<file path="config.mk">
export PLATFORM = sky130hd
export DESIGN_NAME = ula_controle
export DESIGN_NICKNAME = d
export VERILOG_FILES = /design/src/rtl/ula_controle.sv
export SDC_FILE = /design/constraint.sdc
export NUM_CORES = 1
export LEC_CHECK = 0
export BUFFER_PORTS_ARGS = -buffer_cell sky130_fd_sc_hd__buf_4
export CAP_MARGIN = 10
export CORE_MARGIN = 8
export CORE_UTILIZATION = 35
export DETAILED_ROUTE_END_ITERATION = 10
export PLACE_DENSITY = 0.71
export SETUP_SLACK_MARGIN = 0.5
export SLEW_MARGIN = 20
export SYNTH_ARGS = -nofsm -noshare
export SYNTH_HDL_FRONTEND = slang
export SYNTH_SLANG_ARGS = --single-unit
</file>
<file path="constraint.sdc">
create_clock -name clkCtrl -period 1.6 [get_ports clkCtrl]
set_input_delay 0 -clock clkCtrl [delete_from_list [all_inputs] [get_ports clkCtrl]]
set_output_delay 0 -clock clkCtrl [all_outputs]
set_load 0.05 [all_outputs]
</file>
<file path="src/rtl/ula_controle.sv">
// ---------------------------------------------------------------------------
// ula_controle
//
// Purpose:
//   Operator-entry sequencer in front of a 4-bit ULA. A single entry button
//   (strobeCtrl) is used to enter operand A, operand B and the operation
//   select in turn. The block then spends one cycle in EXEC while the
//   downstream ULA computes, captures the ULA result/status, and shows it
//   until the next entry press. No arithmetic is done here; all operands and
//   results are passed through at 4 bits.
//
// Optional feature:
//   ULA_CONTROLE_ACC_EN - accumulator mode. An entry press in SHOW loads the
//   shown result into operand A and jumps straight to WAIT_B.
//
// Ports:
//   clkCtrl      in   1  rising-edge clock
//   rstCtrl      in   1  asynchronous active-high reset
//   dataInCtrl   in   4  operand entry value
//   opInCtrl     in   3  operation select entry value (ULA encoding)
//   strobeCtrl   in   1  entry button level, already synchronized
//   clearCtrl    in   1  synchronous abort to WAIT_A
//   resultInCtrl in   4  ULA result
//   statusInCtrl in   1  ULA status
//   aOutCtrl     out  4  registered operand A to the ULA
//   bOutCtrl     out  4  registered operand B to the ULA
//   selOutCtrl   out  3  registered operation select to the ULA
//   resultCtrl   out  4  captured (normalized) result
//   statusCtrl   out  1  captured (normalized) status
//   doneCtrl     out  1  one-cycle pulse, result valid
//   stateCtrl    out  3  current FSM state encoding
//
// Handshake: doneCtrl is a one-cycle valid pulse with no ready/back-pressure;
// resultCtrl/statusCtrl become valid in that cycle and hold until the next
// capture, so a consumer may sample them at the pulse or any time after.
// ---------------------------------------------------------------------------
module ula_controle (
    input  logic       clkCtrl,
    input  logic       rstCtrl,
    input  logic [3:0] dataInCtrl,
    input  logic [2:0] opInCtrl,
    input  logic       strobeCtrl,
    input  logic       clearCtrl,
    input  logic [3:0] resultInCtrl,
    input  logic       statusInCtrl,
    output logic [3:0] aOutCtrl,
    output logic [3:0] bOutCtrl,
    output logic [2:0] selOutCtrl,
    output logic [3:0] resultCtrl,
    output logic       statusCtrl,
    output logic       doneCtrl,
    output logic [2:0] stateCtrl
);

    typedef enum logic [2:0] {
        WAIT_A  = 3'b000,
        WAIT_B  = 3'b001,
        WAIT_OP = 3'b010,
        EXEC    = 3'b011,
        SHOW    = 3'b100
    } state_t;

    state_t state;
    logic   strobe_q;
    logic   entry_ev;

    // Rising edge of the button level. strobe_q resets to 1 so a button held
    // through reset release does not count as a press.
    assign entry_ev  = strobeCtrl & ~strobe_q;
    assign stateCtrl = state;

    always_ff @(posedge clkCtrl or posedge rstCtrl) begin
        if (rstCtrl) begin
            state      <= WAIT_A;
            strobe_q   <= 1'b1;
            aOutCtrl   <= 4'b0000;
            bOutCtrl   <= 4'b0000;
            selOutCtrl <= 3'b000;
            resultCtrl <= 4'b0000;
            statusCtrl <= 1'b0;
            doneCtrl   <= 1'b0;
        end else begin
            strobe_q <= strobeCtrl;
            doneCtrl <= 1'b0;
            if (clearCtrl) begin
                // Abort wins over a simultaneous press; registered data kept.
                state <= WAIT_A;
            end else begin
                case (state)
                    WAIT_A: begin
                        if (entry_ev) begin
                            aOutCtrl <= dataInCtrl;
                            state    <= WAIT_B;
                        end
                    end
                    WAIT_B: begin
                        if (entry_ev) begin
                            bOutCtrl <= dataInCtrl;
                            state    <= WAIT_OP;
                        end
                    end
                    WAIT_OP: begin
                        if (entry_ev) begin
                            selOutCtrl <= opInCtrl;
                            state      <= EXEC;
                        end
                    end
                    EXEC: begin
                        // ULA inputs have been stable for this whole cycle;
                        // capture with per-operation normalization.
                        case (selOutCtrl)
                            3'b011: begin
                                // Compare-equal: only the flag is meaningful.
                                resultCtrl <= 4'b0000;
                                statusCtrl <= statusInCtrl;
                            end
                            3'b100, 3'b101: begin
                                resultCtrl <= resultInCtrl;
                                statusCtrl <= statusInCtrl;
                            end
                            default: begin
                                // Logic/arith ops: status is not exposed.
                                resultCtrl <= resultInCtrl;
                                statusCtrl <= 1'b0;
                            end
                        endcase
                        doneCtrl <= 1'b1;
                        state    <= SHOW;
                    end
                    SHOW: begin
                        if (entry_ev) begin
`ifdef ULA_CONTROLE_ACC_EN
                            aOutCtrl <= resultCtrl;
                            state    <= WAIT_B;
`else
                            state    <= WAIT_A;
`endif
                        end
                    end
                    default: begin
                        state <= WAIT_A;
                    end
                endcase
            end
        end
    end

endmodule
</file>
==> summary.txt, run 1 <==
Place
  – Number of cells after detailed placement: 128
  – Setup slack at placement: 216.4 ps
  – Post-detail-place hpwl: 1538 um
  – I/O Buffers: 35
  – RePlAce Congestion: 0.7704
  – Area post-placement: 1191 sq um

Routing
  – Routed len/inst: 14.56 um
  – Total wire length: 2169 um
  – Count of unresolved DRC violations after routing: 0
  – Number of nets still failing antenna checks after routing: 0
  – Overall via count from detail_route: 699
  – Count of routing violations after the opening detailed-route iteration: 12
  – 1st-pass router iterations: 4
  – Per-cell via count in the routed design: 4.691

Worst setup path
  – Startpoint Class: flip-flop
  – Worst endpoint data arrival time: 1550 ps
  – CP Class: reg -> reg
  – Endpoint type of the worst setup path: flip-flop
  – Required time at the worst-slack endpoint: 1780 ps
  – Crit-path max FO: 4

Clock tree
  – CTS clk-pin slew, worst paths: 110 ps
  – Deepest level of the CTS H-tree: 1
  – Number of clock buffers inserted by TritonCTS: 3
  – Source-to-sink clock delay at the later pin of the worst-skew pair: 290 ps
  – Maximum clock path buffer count: 2
  – Clock tree root buffer cell: sky130_fd_sc_hd__clkbuf_4
  – CTS Hold Buffers Added: 15
  – Clock tree from TritonCTS: yes
  – Number of clock sinks: 21

Global route
  – Total routing resource utilization after global routing: 10.59%
  – Global-route congestion overflow total: 0
  – First-pass GRT wire length: 3525 um
  – Met1 demand-to-capacity share in global routing: 11.04%
  – GRT met3 Usage: 5.612%
  – Met2 Track Usage GR: 17.54%
  – Maximum number of pins on one net before global-route repair: 13
  – Vias in the first global route: 756
  – Busiest metal layer after global routing: met2
  – Number of antenna violations at the first check in global routing: 0

Timing
  – Worst rel slew slack: 74.87%
  – WHS: 0.9700 ps
  – Worst path setup slack after routing: 235.6 ps
  – Time the final worst path needs with I/O delays and setup: 1364 ps
  – Pin slew with the least headroom to its limit: 376.6 ps
  – Maximum achievable frequency: 0.7329 GHz
  – Final critical-path share of the clock period: 85.27%
  – Accumulated negative setup slack: 0 ps
  – Final number of hold-violating endpoints: 0
  – Fin. max-slew vios: 0
  – Setup repair after global routing missed its margin: yes
  – Worst Clk Skew: 4.075 ps
  – Total of endpoints with negative setup slack in the final report: 0

Final layout
  – Finished layout cell area: 1426 sq um
  – Share of the core filled with cells: 59.19%
  – Cell Count, Final, Fillers Out: 149
  – Ratio of cells with drive above 1 in the final layout: 55.46%
  – Count of inserted antenna diode cells: 0
  – Number of nets in the final layout: 136
  – Layout Area Growth over Synthesis: 64.74%
  – Fill cell instance count of the final layout: 191

Logic synthesis
  – Count of mapped cells out of synthesis: 63
  – Top cell type by total area after synthesis: sky130_fd_sc_hd__dfrtp_1
  – Leading cell types by total area after synthesis: sky130_fd_sc_hd__dfrtp_1 (58%), sky130_fd_sc_hd__mux2_2 (10%), sky130_fd_sc_hd__mux2_1 (5.2%)
  – Distinct cell type count after synthesis: 22
  – Mean instance size in the synthesized netlist: 13.74 sq um
  – Number of synthesized register bits: 21
  – Cell area after synthesis: 865.8 sq um
  – Number of synthesis warnings: 0
  – Proportion of netlist area held by the largest area contributor: 57.80%
  – Total nets after synthesis: 79
  – Sequential cell area fraction in the yosys report: 60.84%

Floorplanning
  – Effective utilization at floorplan: 35.93%
  – Cell row count: 18
  – Core box area: 2410 sq um
  – Die Span Y: 65.74 um
  – Full die area: 4321 sq um
  – Count of boundary I/O pins: 36
  – Horiz. Die Dim: 65.74 um

Power
  – Register share of total power: 44.7%
  – Share of total power in the clock network: 16.6%
  – Pwr/cell area: 1027 nW/um^2
  – Post-layout total power: 1.465 mW
  – Worst vdd ir: 579.6 uV
  – Net Switching: 0.5455 mW
  – Pleak: 0.7211 nW
  – Comb power frac: 38.8%
  – Switching part of the total: 37.23%
  – Cell Int Power: 0.9197 mW

Hold path
  – Class of the tightest hold or removal check: in -> reg

Outcome
  – Run status: complete, no violations

Run
  – Max-cap viol count: 0
power by group through the flow:
stage	Clock, mW	Combinational (mW)	Sequential, mW
2_1_floorplan	0	0.0880	0.919
3_3_place_gp	0	0.522	0.662
3_5_place_dp	0	0.526	0.666
4_1_cts	0.246	0.565	0.656
5_1_grt	0.275	0.593	0.665
6_report	0.243	0.568	0.655
worst max-delay path: stages (launching register included):
cell	delay [ps]
sky130_fd_sc_hd__dfrtp_2	440
sky130_fd_sc_hd__buf_4	150
sky130_fd_sc_hd__nor2b_2	150
sky130_fd_sc_hd__nand3b_1	190
sky130_fd_sc_hd__mux2_4	320
registers in the layout, indices dropped and copies added, names as in the netlist:
name / cells
resultCtrl: 4
doneCtrl: 1
bOutCtrl: 4
stateCtrl: 3
aOutCtrl: 4
strobe_q: 1
statusCtrl: 1
selOutCtrl: 3
cells in the final DEF (no fill, tap or decap), drive strengths merged:
master / count
nor2b: 2
nor2: 5
nor3: 1
and3b: 1
nand3b: 3
inv: 2
nand2: 2
a21oi: 1
dfrtp: 20
nor4b: 1
a22o: 4
nand4bb: 1
nand2b: 2
o21ai: 2
buf: 38
dfstp: 1
clkbuf: 4
nand3: 1
dlygate4sd3: 15
o21a: 1
mux2: 12
Yosys cell counts:
cell type / n
sky130_fd_sc_hd__nor2_1: 5
sky130_fd_sc_hd__nor2b_1: 2
sky130_fd_sc_hd__nand3b_1: 2
sky130_fd_sc_hd__dfrtp_1: 20
sky130_fd_sc_hd__nand2_1: 1
sky130_fd_sc_hd__nand2_2: 1
sky130_fd_sc_hd__nand3b_2: 1
sky130_fd_sc_hd__inv_1: 2
sky130_fd_sc_hd__and3b_1: 1
sky130_fd_sc_hd__a22o_1: 4
sky130_fd_sc_hd__mux2_2: 8
sky130_fd_sc_hd__o21a_1: 1
sky130_fd_sc_hd__a21oi_1: 1
sky130_fd_sc_hd__nor4b_4: 1
sky130_fd_sc_hd__o21ai_0: 2
sky130_fd_sc_hd__nand4bb_1: 1
sky130_fd_sc_hd__nand3_1: 1
sky130_fd_sc_hd__nand2b_1: 2
sky130_fd_sc_hd__dfstp_2: 1
sky130_fd_sc_hd__buf_2: 1
sky130_fd_sc_hd__mux2_1: 4
sky130_fd_sc_hd__nor3_1: 1
kinds of logic after synthesis:
kind of cell / share of synthesized area (%)
AOI/OAI and AO/OA: 6.647
buffers and inverters: 1.445
DFF: 60.84
muxes: 15.61
and+or+nand+nor: 15.46
layout make-up:
| class | count | area, sq um | area share [%] |
|---|---|---|---|
| clock buffers | 4 | 26.28 | 1.842 |
| inverters | 2 | 7.507 | 0.5263 |
| multi-input cells | 39 | 381.6 | 26.75 |
| flip-flops and latches | 21 | 534.3 | 37.46 |
| well taps | 30 | 37.54 | 2.632 |
| repair buffers | 53 | 439.2 | 30.79 |
path summary, 6_finish.rpt:
path,endpoint,slack (ps),start,cells past startpoint
worst max-delay path,selOutCtrl[1],240,stateCtrl[1],4
worst min register to register,bOutCtrl[0],500,bOutCtrl[0],1
min in group asynchronous,stateCtrl[0],230,rstCtrl,3
max in group asynchronous,resultCtrl[3],880,rstCtrl,4
worst min-delay path,stateCtrl[1],1,clearCtrl,3
worst max register to register,selOutCtrl[1],240,stateCtrl[1],4
what timing repair did:
item / CTS / global route
pin swaps: 1 / 1
hold endpoints to repair: 28 / 1
setup buffers: 2 / 0
gates resized for setup: 5 / 5
endpoints found under the setup margin: 18 / 20
layer usage:
| layer | routed length (um) | share of wire [%] |
|---|---|---|
| met1 | 812 | 37 |
| met2 | 1108 | 51 |
| met3 | 238 | 11 |
| met4 | 9 | 0.41 |
| met5 | 0 | 0 |
Power figures use the tool's default switching activity.
==> run 2, diff against run 1 <==
==> constraint.sdc (replaced) <==
create_clock -name clkCtrl -period 1.8 [get_ports clkCtrl]
set_input_delay 0 -clock clkCtrl [delete_from_list [all_inputs] [get_ports clkCtrl]]
set_output_delay 0 -clock clkCtrl [all_outputs]
set_load 0.05 [all_outputs]
==> run 2 against run 1 <==
Compared with the run above: register-to-register slack better by 200 ps; via count down 1.1%; non-clock buffer count shrank 1; sequential cell count stayed put; final cell count fell by 0.67%; maximum frequency is 0.23% higher; die area stayed put; power fell by 9.7%; largest cell class unchanged; design area about the same; routed wire length is 1.5% higher; critical path depth fell by 1.
==> summary.txt, run 2 (synthesis results as in run 1) <==
Routing
  – Total wire length: 2202 um (was 2169 um)
  – Overall via count from detail_route: 691 (was 699)
  – Per-cell via count in the routed design: 4.669 (was 4.691)
  – Count of unresolved DRC violations after routing: 0 (unchanged)
  – 1st-pass router iterations: 4 (unchanged)
  – Count of routing violations after the opening detailed-route iteration: 18 (was 12)
  – Routed len/inst: 14.88 um (was 14.56 um)
  – Number of nets still failing antenna checks after routing: 0 (unchanged)

Timing
  – Pin slew with the least headroom to its limit: 789.7 ps (was 376.6 ps)
  – Fin. max-slew vios: 0 (unchanged)
  – Accumulated negative setup slack: 0 ps (unchanged)
  – Worst Clk Skew: 4.828 ps (was 4.075 ps)
  – Maximum achievable frequency: 0.7347 GHz (was 0.7329 GHz)
  – Setup repair after global routing missed its margin: yes (unchanged)
  – Final number of hold-violating endpoints: 0 (unchanged)
  – Worst rel slew slack: 47.30% (was 74.87%)
  – Total of endpoints with negative setup slack in the final report: 0 (unchanged)
  – Time the final worst path needs with I/O delays and setup: 1361 ps (was 1364 ps)
  – Final critical-path share of the clock period: 75.62% (was 85.27%)

Worst setup path
  – Beginning of the worst register-to-register path: stateCtrl[1] (unchanged)
  – Worst endpoint data arrival time: 1550 ps (about the same)
  – Number of cells on the worst reg-to-reg path: 3 (was 4)
  – Required time at the worst-slack endpoint: 1990 ps (was 1780 ps)
  – Startpoint Class: flip-flop (unchanged)
  – CP Class: reg -> reg (unchanged)
  – Crit-path max FO: 5 (was 4)
  – Launching instance or port of the critical path: stateCtrl[1] (unchanged)
  – Endpoint type of the worst setup path: flip-flop (unchanged)

Power
  – Net Switching: 0.4945 mW (was 0.5455 mW)
  – Worst vdd ir: 616.5 uV (was 579.6 uV)
  – Share of total power in the clock network: 16.5% (was 16.6%)
  – Comb power frac: 39.2% (was 38.8%)
  – Switching part of the total: 37.38% (was 37.23%)
  – Pleak: 0.7347 nW (was 0.7211 nW)
  – Register share of total power: 44.2% (was 44.7%)
  – Cell Int Power: 0.8282 mW (was 0.9197 mW)
  – Pwr/cell area: 926.5 nW/um^2 (was 1027 nW/um^2)

Final layout
  – Area occupied by multi-input gates: 397.9 sq um (was 381.6 sq um)
  – Ratio of cells with drive above 1 in the final layout: 53.39% (was 55.46%)
  – Largest registers: aOutCtrl (4), bOutCtrl (4), resultCtrl (4) (unchanged)
  – Area taken by flip-flops and latches: 530.5 sq um (was 534.3 sq um)
  – Cell Count, Final, Fillers Out: 148 (was 149)
  – Layout Area Growth over Synthesis: 64.88% (was 64.74%)
  – Number of nets in the final layout: 135 (was 136)
  – Commonest non-fill, non-tap cell in the layout: sky130_fd_sc_hd__buf_4 (unchanged)
  – Count of inserted antenna diode cells: 0 (unchanged)
  – Fill cell instance count of the final layout: 190 (was 191)
  – Share of the core filled with cells: 59.24% (was 59.19%)
  – Leading cell types in the layout, fill and taps excluded: sky130_fd_sc_hd__buf_4 (37), sky130_fd_sc_hd__dfrtp_1 (17), sky130_fd_sc_hd__dlygate4sd3_1 (15), sky130_fd_sc_hd__mux2_4 (7), sky130_fd_sc_hd__mux2_2 (5) (was sky130_fd_sc_hd__buf_4 (37), sky130_fd_sc_hd__dlygate4sd3_1 (15), sky130_fd_sc_hd__dfrtp_1 (14), sky130_fd_sc_hd__dfrtp_2 (6), sky130_fd_sc_hd__mux2_2 (5))

Floorplanning
  – Count of boundary I/O pins: 36 (unchanged)
  – Effective utilization at floorplan: 35.93% (unchanged)
  – Cell row count: 18 (unchanged)
  – Full die area: 4321 sq um (unchanged)
  – Die Span Y: 65.74 um (unchanged)
  – Horiz. Die Dim: 65.74 um (unchanged)
  – Core box area: 2410 sq um (unchanged)

Place
  – I/O Buffers: 35 (unchanged)
  – Post-detail-place hpwl: 1433 um (was 1538 um)
  – RePlAce Congestion: 0.7449 (was 0.7704)
  – Number of cells after detailed placement: 127 (was 128)

Clock tree
  – Clock tree root buffer cell: sky130_fd_sc_hd__clkbuf_4 (unchanged)
  – Number of clock sinks: 21 (unchanged)
  – Deepest level of the CTS H-tree: 1 (unchanged)
  – Number of clock buffers inserted by TritonCTS: 3 (unchanged)
  – CTS clk-pin slew, worst paths: 110 ps (about the same)
  – Maximum clock path buffer count: 2 (unchanged)
  – Source-to-sink clock delay at the later pin of the worst-skew pair: 290 ps (about the same)
  – Clock tree from TritonCTS: yes (unchanged)

Global route
  – Number of antenna violations at the first check in global routing: 0 (unchanged)
  – Total routing resource utilization after global routing: 10.05% (was 10.59%)
  – Vias in the first global route: 735 (was 756)
  – Maximum number of pins on one net before global-route repair: 22 (was 13)
  – Global-route congestion overflow total: 0 (unchanged)
  – First-pass GRT wire length: 3422 um (was 3525 um)

Run
  – Max-cap viol count: 0 (unchanged)

Hold path
  – Startpoint of the lowest-slack hold path: clearCtrl (unchanged)
  – Class of the tightest hold or removal check: in -> reg (unchanged)
  – Count of cells along the worst hold path: 3 (unchanged)

Outcome
  – Run status: complete, no violations (unchanged)
run 2: cell type report:
type	count	area share, %
Clock buffer	4	1.840
Multi-Input combinational cell	39	27.87
Inverter	2	0.5259
Tap cell	30	2.629
Timing Repair Buffer	52	29.97
Sequential cell	21	37.16
run 2: metal layers:
metal	wire, um	share of wire [%]	GRT usage [%]
met1	907	41	11.73
met2	1099	50	16.69
met3	148	6.7	3.061
met4	46	2.1	4.087
met5	0	0	0
run 2: critical path, cell delays in order (launching register included):
cell and delay, ps:
sky130_fd_sc_hd__dfrtp_2 460, sky130_fd_sc_hd__nor4b_4 320, sky130_fd_sc_hd__nand3b_4 160, sky130_fd_sc_hd__mux2_4 320
run 2: final timing paths:
| kind | end | slack, ps |
|---|---|---|
| setup / recovery | bOutCtrl[0] | 440 |
| hold / removal | doneCtrl | 100 |
| setup reg to reg | bOutCtrl[0] | 440 |
| hold reg to reg | resultCtrl[1] | 520 |
| max in group asynchronous | stateCtrl[1] | 820 |
| min in group asynchronous | resultCtrl[2] | 440 |
run 2: what timing repair did:
item,in CTS,in global routing
resized for setup,10,4
setup endpoints to repair,12,16
setup buffers,2,0
pin swaps,0,0
endpoints found under the hold margin,40,0
hold buffers,15,0
run 2: stage by stage:
stage	instance area (sq um)	hold WS [ps]	worst slack [ps]	total power [mW]
final	1428	101.9	438.8	1.323
after global routing	1428	124.4	371.5	1.385
after global placement	1165	131.9	430.0	1.046
after detailed placement	1165	131.7	416.1	1.053
after CTS	1403	133.0	415.6	1.328
after floorplan	869.6	-24.42	387.0	0.8906
run 2: power by group through the flow:
stage               sequential, mW  clock (mW)  combinational (mW)
floorplan                    0.815           0              0.0757
global placement             0.588           0               0.458
detailed placement           0.591           0               0.463
CTS                          0.583       0.226               0.518
global route                 0.593       0.250               0.541
finish                       0.585       0.218               0.519
==> run 3, diff against run 2 <==
--- a/config.mk
+++ b/config.mk
@@ -5,6 +5,7 @@
 export SDC_FILE = /design/constraint.sdc
 export NUM_CORES = 1
 export LEC_CHECK = 0
+export ABC_AREA = 1
 export BUFFER_PORTS_ARGS = -buffer_cell sky130_fd_sc_hd__buf_4
 export CAP_MARGIN = 10
 export CORE_MARGIN = 8
==> constraint.sdc (replaced) <==
create_clock -name clkCtrl -period 1.38 [get_ports clkCtrl]
set_input_delay 0 -clock clkCtrl [delete_from_list [all_inputs] [get_ports clkCtrl]]
set_output_delay 0 -clock clkCtrl [all_outputs]
set_load 0.05 [all_outputs]
==> run 3 against run 2 <==
Compared with the run above: clock power grew 30%; first-iteration DRC count grew 39%; sequential power increased by 40%; maximum frequency increased by 20%; power rose by 53%; die area increased by 4.5%; clock-buffer cell count unchanged; critical path depth up 2; utilization grew 6.4 points; critical endpoint is now aOutCtrl[2].
==> summary.txt, run 3 <==
Outcome
  – Run status: complete, no violations (unchanged)

Worst setup path
  – CP max stage cell: sky130_fd_sc_hd__dfrtp_2 (unchanged)
  – Worst endpoint data arrival time: 1320 ps (was 1550 ps)
  – Endpoint type of the worst setup path: flip-flop (unchanged)
  – Beginning of the worst register-to-register path: stateCtrl[2] (was stateCtrl[1])
  – CP Class: reg -> reg (unchanged)
  – Cell family with most CP delay: flip-flops (was simple AND/OR/NAND/NOR gates)
  – Worst flop-to-flop path endpoint: aOutCtrl[2] (was bOutCtrl[0])
  – Crit-path max FO: 8 (was 5)
  – Delay of the slowest cell on the worst path: 480 ps (was 460 ps)
  – Cells traversed along the worst timing path: nor2_4 -> buf_4 -> nand3_4 -> nand2_1 -> o21ai_1 (was nor4b_4 -> nand3b_4 -> mux2_4)
  – Number of cells on the worst reg-to-reg path: 5 (was 3)
  – Count of buffering cells on the critical path with inverters included: 1 (was 0)
  – Worst R2R Setup Slack: 250 ps (was 440 ps)
  – Required time at the worst-slack endpoint: 1570 ps (was 1990 ps)
  – Startpoint Class: flip-flop (unchanged)

Routing
  – Overall via count from detail_route: 953 (was 691)
  – M1 WL: 1099 um (was 907 um)
  – Total wire length: 2755 um (was 2202 um)
  – DR top layer: met4 (unchanged)
  – Routed len/inst: 13.50 um (was 14.88 um)
  – Sum of met2 wire segment lengths after detailed routing: 1539 um (was 1099 um)
  – Number of nets still failing antenna checks after routing: 0 (unchanged)
  – Count of unresolved DRC violations after routing: 0 (unchanged)
  – Per-cell via count in the routed design: 4.672 (was 4.669)
  – Met3 routed WL: 78 um (was 148 um)
  – 1st-pass router iterations: 4 (unchanged)
  – Count of routing violations after the opening detailed-route iteration: 25 (was 18)

Logic synthesis
  – Leading cell types by total area after synthesis: sky130_fd_sc_hd__dfrtp_1 (55%), sky130_fd_sc_hd__nand2_1 (18%), sky130_fd_sc_hd__nand3_1 (6.0%) (was sky130_fd_sc_hd__dfrtp_1 (58%), sky130_fd_sc_hd__mux2_2 (10%), sky130_fd_sc_hd__mux2_1 (5.2%))
  – Total nets after synthesis: 123 (was 79)
  – Distinct cell type count after synthesis: 15 (was 22)
  – Most used standard cells in the synthesized netlist: sky130_fd_sc_hd__nand2_1 (44), sky130_fd_sc_hd__dfrtp_1 (20), sky130_fd_sc_hd__inv_1 (13) (was sky130_fd_sc_hd__dfrtp_1 (20), sky130_fd_sc_hd__mux2_2 (8), sky130_fd_sc_hd__nor2_1 (5))
  – Async set or reset register ratio after synthesis: 100.0% (unchanged)
  – Primary FF master, synth: sky130_fd_sc_hd__dfrtp_1 (unchanged)
  – Number of synthesized flops with an enable pin: 0 (unchanged)
  – Proportion of netlist area held by the largest area contributor: 54.57% (was 57.80%)
  – Count of mapped cells out of synthesis: 107 (was 63)
  – Cell area after synthesis: 917.1 sq um (was 865.8 sq um)
  – Sequential cell area fraction in the yosys report: 57.44% (was 60.84%)
  – Mean instance size in the synthesized netlist: 8.571 sq um (was 13.74 sq um)
  – Number of synthesis warnings: 0 (unchanged)
  – Most instantiated library cell after synthesis: sky130_fd_sc_hd__nand2_1 (was sky130_fd_sc_hd__dfrtp_1)
  – Top cell type by total area after synthesis: sky130_fd_sc_hd__dfrtp_1 (unchanged)
  – Number of synthesized register bits: 21 (unchanged)

Clock tree
  – Clock tree from TritonCTS: yes (unchanged)
  – CTS clk-pin slew, worst paths: 110 ps (about the same)
  – Deepest level of the CTS H-tree: 1 (unchanged)
  – Number of clock sinks: 21 (unchanged)
  – Number of clock buffers inserted by TritonCTS: 3 (unchanged)
  – Maximum clock path buffer count: 2 (unchanged)
  – Source-to-sink clock delay at the later pin of the worst-skew pair: 290 ps (about the same)
  – Clock tree root buffer cell: sky130_fd_sc_hd__clkbuf_4 (unchanged)

Place
  – I/O Buffers: 35 (unchanged)
  – RePlAce Congestion: 0.7333 (was 0.7449)
  – Post-detail-place hpwl: 1757 um (was 1433 um)
  – Area post-placement: 1236 sq um (was 1165 sq um)

Power
  – Cell Int Power: 1.198 mW (was 0.8282 mW)
  – Register share of total power: 40.3% (was 44.2%)
  – Pwr/cell area: 1246 nW/um^2 (was 926.5 nW/um^2)
  – Worst vdd ir: 768.5 uV (was 616.5 uV)
  – Share of total power in the clock network: 14.0% (was 16.5%)
  – Switching part of the total: 40.91% (was 37.38%)
  – Pleak: 0.8578 nW (was 0.7347 nW)
  – Net Switching: 0.8292 mW (was 0.4945 mW)
  – Comb power frac: 45.7% (was 39.2%)

Floorplanning
  – Core box area: 2477 sq um (was 2410 sq um)
  – Count of boundary I/O pins: 36 (unchanged)
  – Die Span Y: 67.19 um (was 65.74 um)
  – Horiz. Die Dim: 67.19 um (was 65.74 um)
  – Full die area: 4515 sq um (was 4321 sq um)
  – Cell row count: 18 (unchanged)
  – Effective utilization at floorplan: 37.02% (was 35.93%)

Hold path
  – Count of cells along the worst hold path: 4 (was 3)
  – Startpoint of the lowest-slack hold path: strobeCtrl (was clearCtrl)
  – Hold path endpoint: stateCtrl[0] (was doneCtrl)
  – Class of the tightest hold or removal check: in -> reg (unchanged)

Global route
  – First-pass GRT wire length: 4195 um (was 3422 um)
  – Vias in the first global route: 937 (was 735)
  – Maximum number of pins on one net before global-route repair: 22 (unchanged)
  – Total routing resource utilization after global routing: 11.82% (was 10.05%)
  – Number of antenna violations at the first check in global routing: 0 (unchanged)
  – Global-route congestion overflow total: 0 (unchanged)

Final layout
  – Number of nets in the final layout: 190 (was 135)
  – Layout Area Growth over Synthesis: 77.35% (was 64.88%)
  – Leading cell types in the layout, fill and taps excluded: sky130_fd_sc_hd__nand2_1 (35), sky130_fd_sc_hd__buf_4 (27), sky130_fd_sc_hd__buf_6 (20), sky130_fd_sc_hd__dfrtp_1 (15), sky130_fd_sc_hd__dlygate4sd3_1 (14) (was sky130_fd_sc_hd__buf_4 (37), sky130_fd_sc_hd__dfrtp_1 (17), sky130_fd_sc_hd__dlygate4sd3_1 (15), sky130_fd_sc_hd__mux2_4 (7), sky130_fd_sc_hd__mux2_2 (5))
  – Commonest non-fill, non-tap cell in the layout: sky130_fd_sc_hd__nand2_1 (was sky130_fd_sc_hd__buf_4)
  – Share of the core filled with cells: 65.66% (was 59.24%)
  – Ratio of cells with drive above 1 in the final layout: 46.24% (was 53.39%)
  – Largest registers: aOutCtrl (4), bOutCtrl (4), resultCtrl (4) (unchanged)
  – Finished layout cell area: 1627 sq um (was 1428 sq um)

Timing
  – Final number of hold-violating endpoints: 0 (unchanged)
  – Maximum achievable frequency: 0.8852 GHz (was 0.7347 GHz)
  – Setup repair after global routing missed its margin: yes (unchanged)
  – WHS: 24.50 ps (was 101.9 ps)
  – Fin. max-slew vios: 0 (unchanged)
  – Accumulated negative setup slack: 0 ps (unchanged)
  – Pin slew with the least headroom to its limit: 283.8 ps (was 789.7 ps)
  – Worst rel slew slack: 81.01% (was 47.30%)
  – Final critical-path share of the clock period: 81.87% (was 75.62%)
  – Worst Clk Skew: 1.430 ps (was 4.828 ps)
  – Time the final worst path needs with I/O delays and setup: 1130 ps (was 1361 ps)
  – Total of endpoints with negative setup slack in the final report: 0 (unchanged)

Run
  – Max-cap viol count: 0 (unchanged)
-- run 3: cells by family after synthesis --
logic type / after synthesis / share of synthesized area [%]
DFF: 21 / 57.44
AOI/OAI and AO/OA: 7 / 3.820
and+or+nand+nor: 65 / 32.74
buffers and inverters: 14 / 6.004
-- run 3: final cells by class --
class	count	area, sq um
Clock buffer	4	26.28
Fill cell	201	850.8
Inverter	14	57.56
Multi-Input combinational cell	72	386.6
Tap cell	30	37.54
Sequential cell	21	533.0
Antenna cell	1	2.502
Timing Repair Buffer	62	583.1
-- run 3: stage by stage --
step,setup slack (ps),power [mW],std cells
2_1_floorplan,239.5,1.296,107
3_3_place_gp,306.2,1.545,173
3_5_place_dp,296.6,1.558,173
4_1_cts,301.5,1.974,196
5_1_grt,169.6,2.122,203
6_report,250.3,2.027,204
-- run 3: routing by layer --
layer	GRT usage, %	vias up
met5	0	-
met4	5.744	0
met3	1.490	4
met2	19.59	26
met1	14.90	461
li1	-	462
-- run 3: repair_timing --
item	4_1_cts	5_1_grt
setup endpoints to repair	38	39
hold endpoints to repair	38	0
hold buffers	14	0
pin swaps	3	3
gates resized for setup	25	13
buffers inserted	5	7
-- run 3: worst max-delay path by stage --
| stage | start | endpoint | slack [ps] | depth (start not counted) |
|---|---|---|---|---|
| 6_report | stateCtrl[2] | aOutCtrl[2] | 250 | 5 |
| 5_1_grt | stateCtrl[2] | selOutCtrl[0] | 170 | 6 |
| 4_1_cts | stateCtrl[2] | bOutCtrl[2] | 300 | 6 |
| 3_5_place_dp | stateCtrl[2] | statusCtrl | 300 | 6 |
| 3_3_place_gp | stateCtrl[2] | statusCtrl | 310 | 6 |
| 2_1_floorplan | stateCtrl[2] | resultCtrl[0] | 240 | 6 |
-- run 3: power by group through the flow --
| stage | Clock (mW) | Combinational [mW] | Sequential [mW] |
|---|---|---|---|
| floorplan | 0 | 0.136 | 1.16 |
| global placement | 0 | 0.743 | 0.803 |
| detailed placement | 0 | 0.752 | 0.806 |
| CTS | 0.294 | 0.870 | 0.810 |
| global route | 0.320 | 0.972 | 0.830 |
| finish | 0.284 | 0.926 | 0.817 |
-- run 3: worst min-delay path: stages --
cell and delay, ps:
sky130_fd_sc_hd__buf_4 90, sky130_fd_sc_hd__nand2_2 90, sky130_fd_sc_hd__nand3_2 80, sky130_fd_sc_hd__nand2_1 40
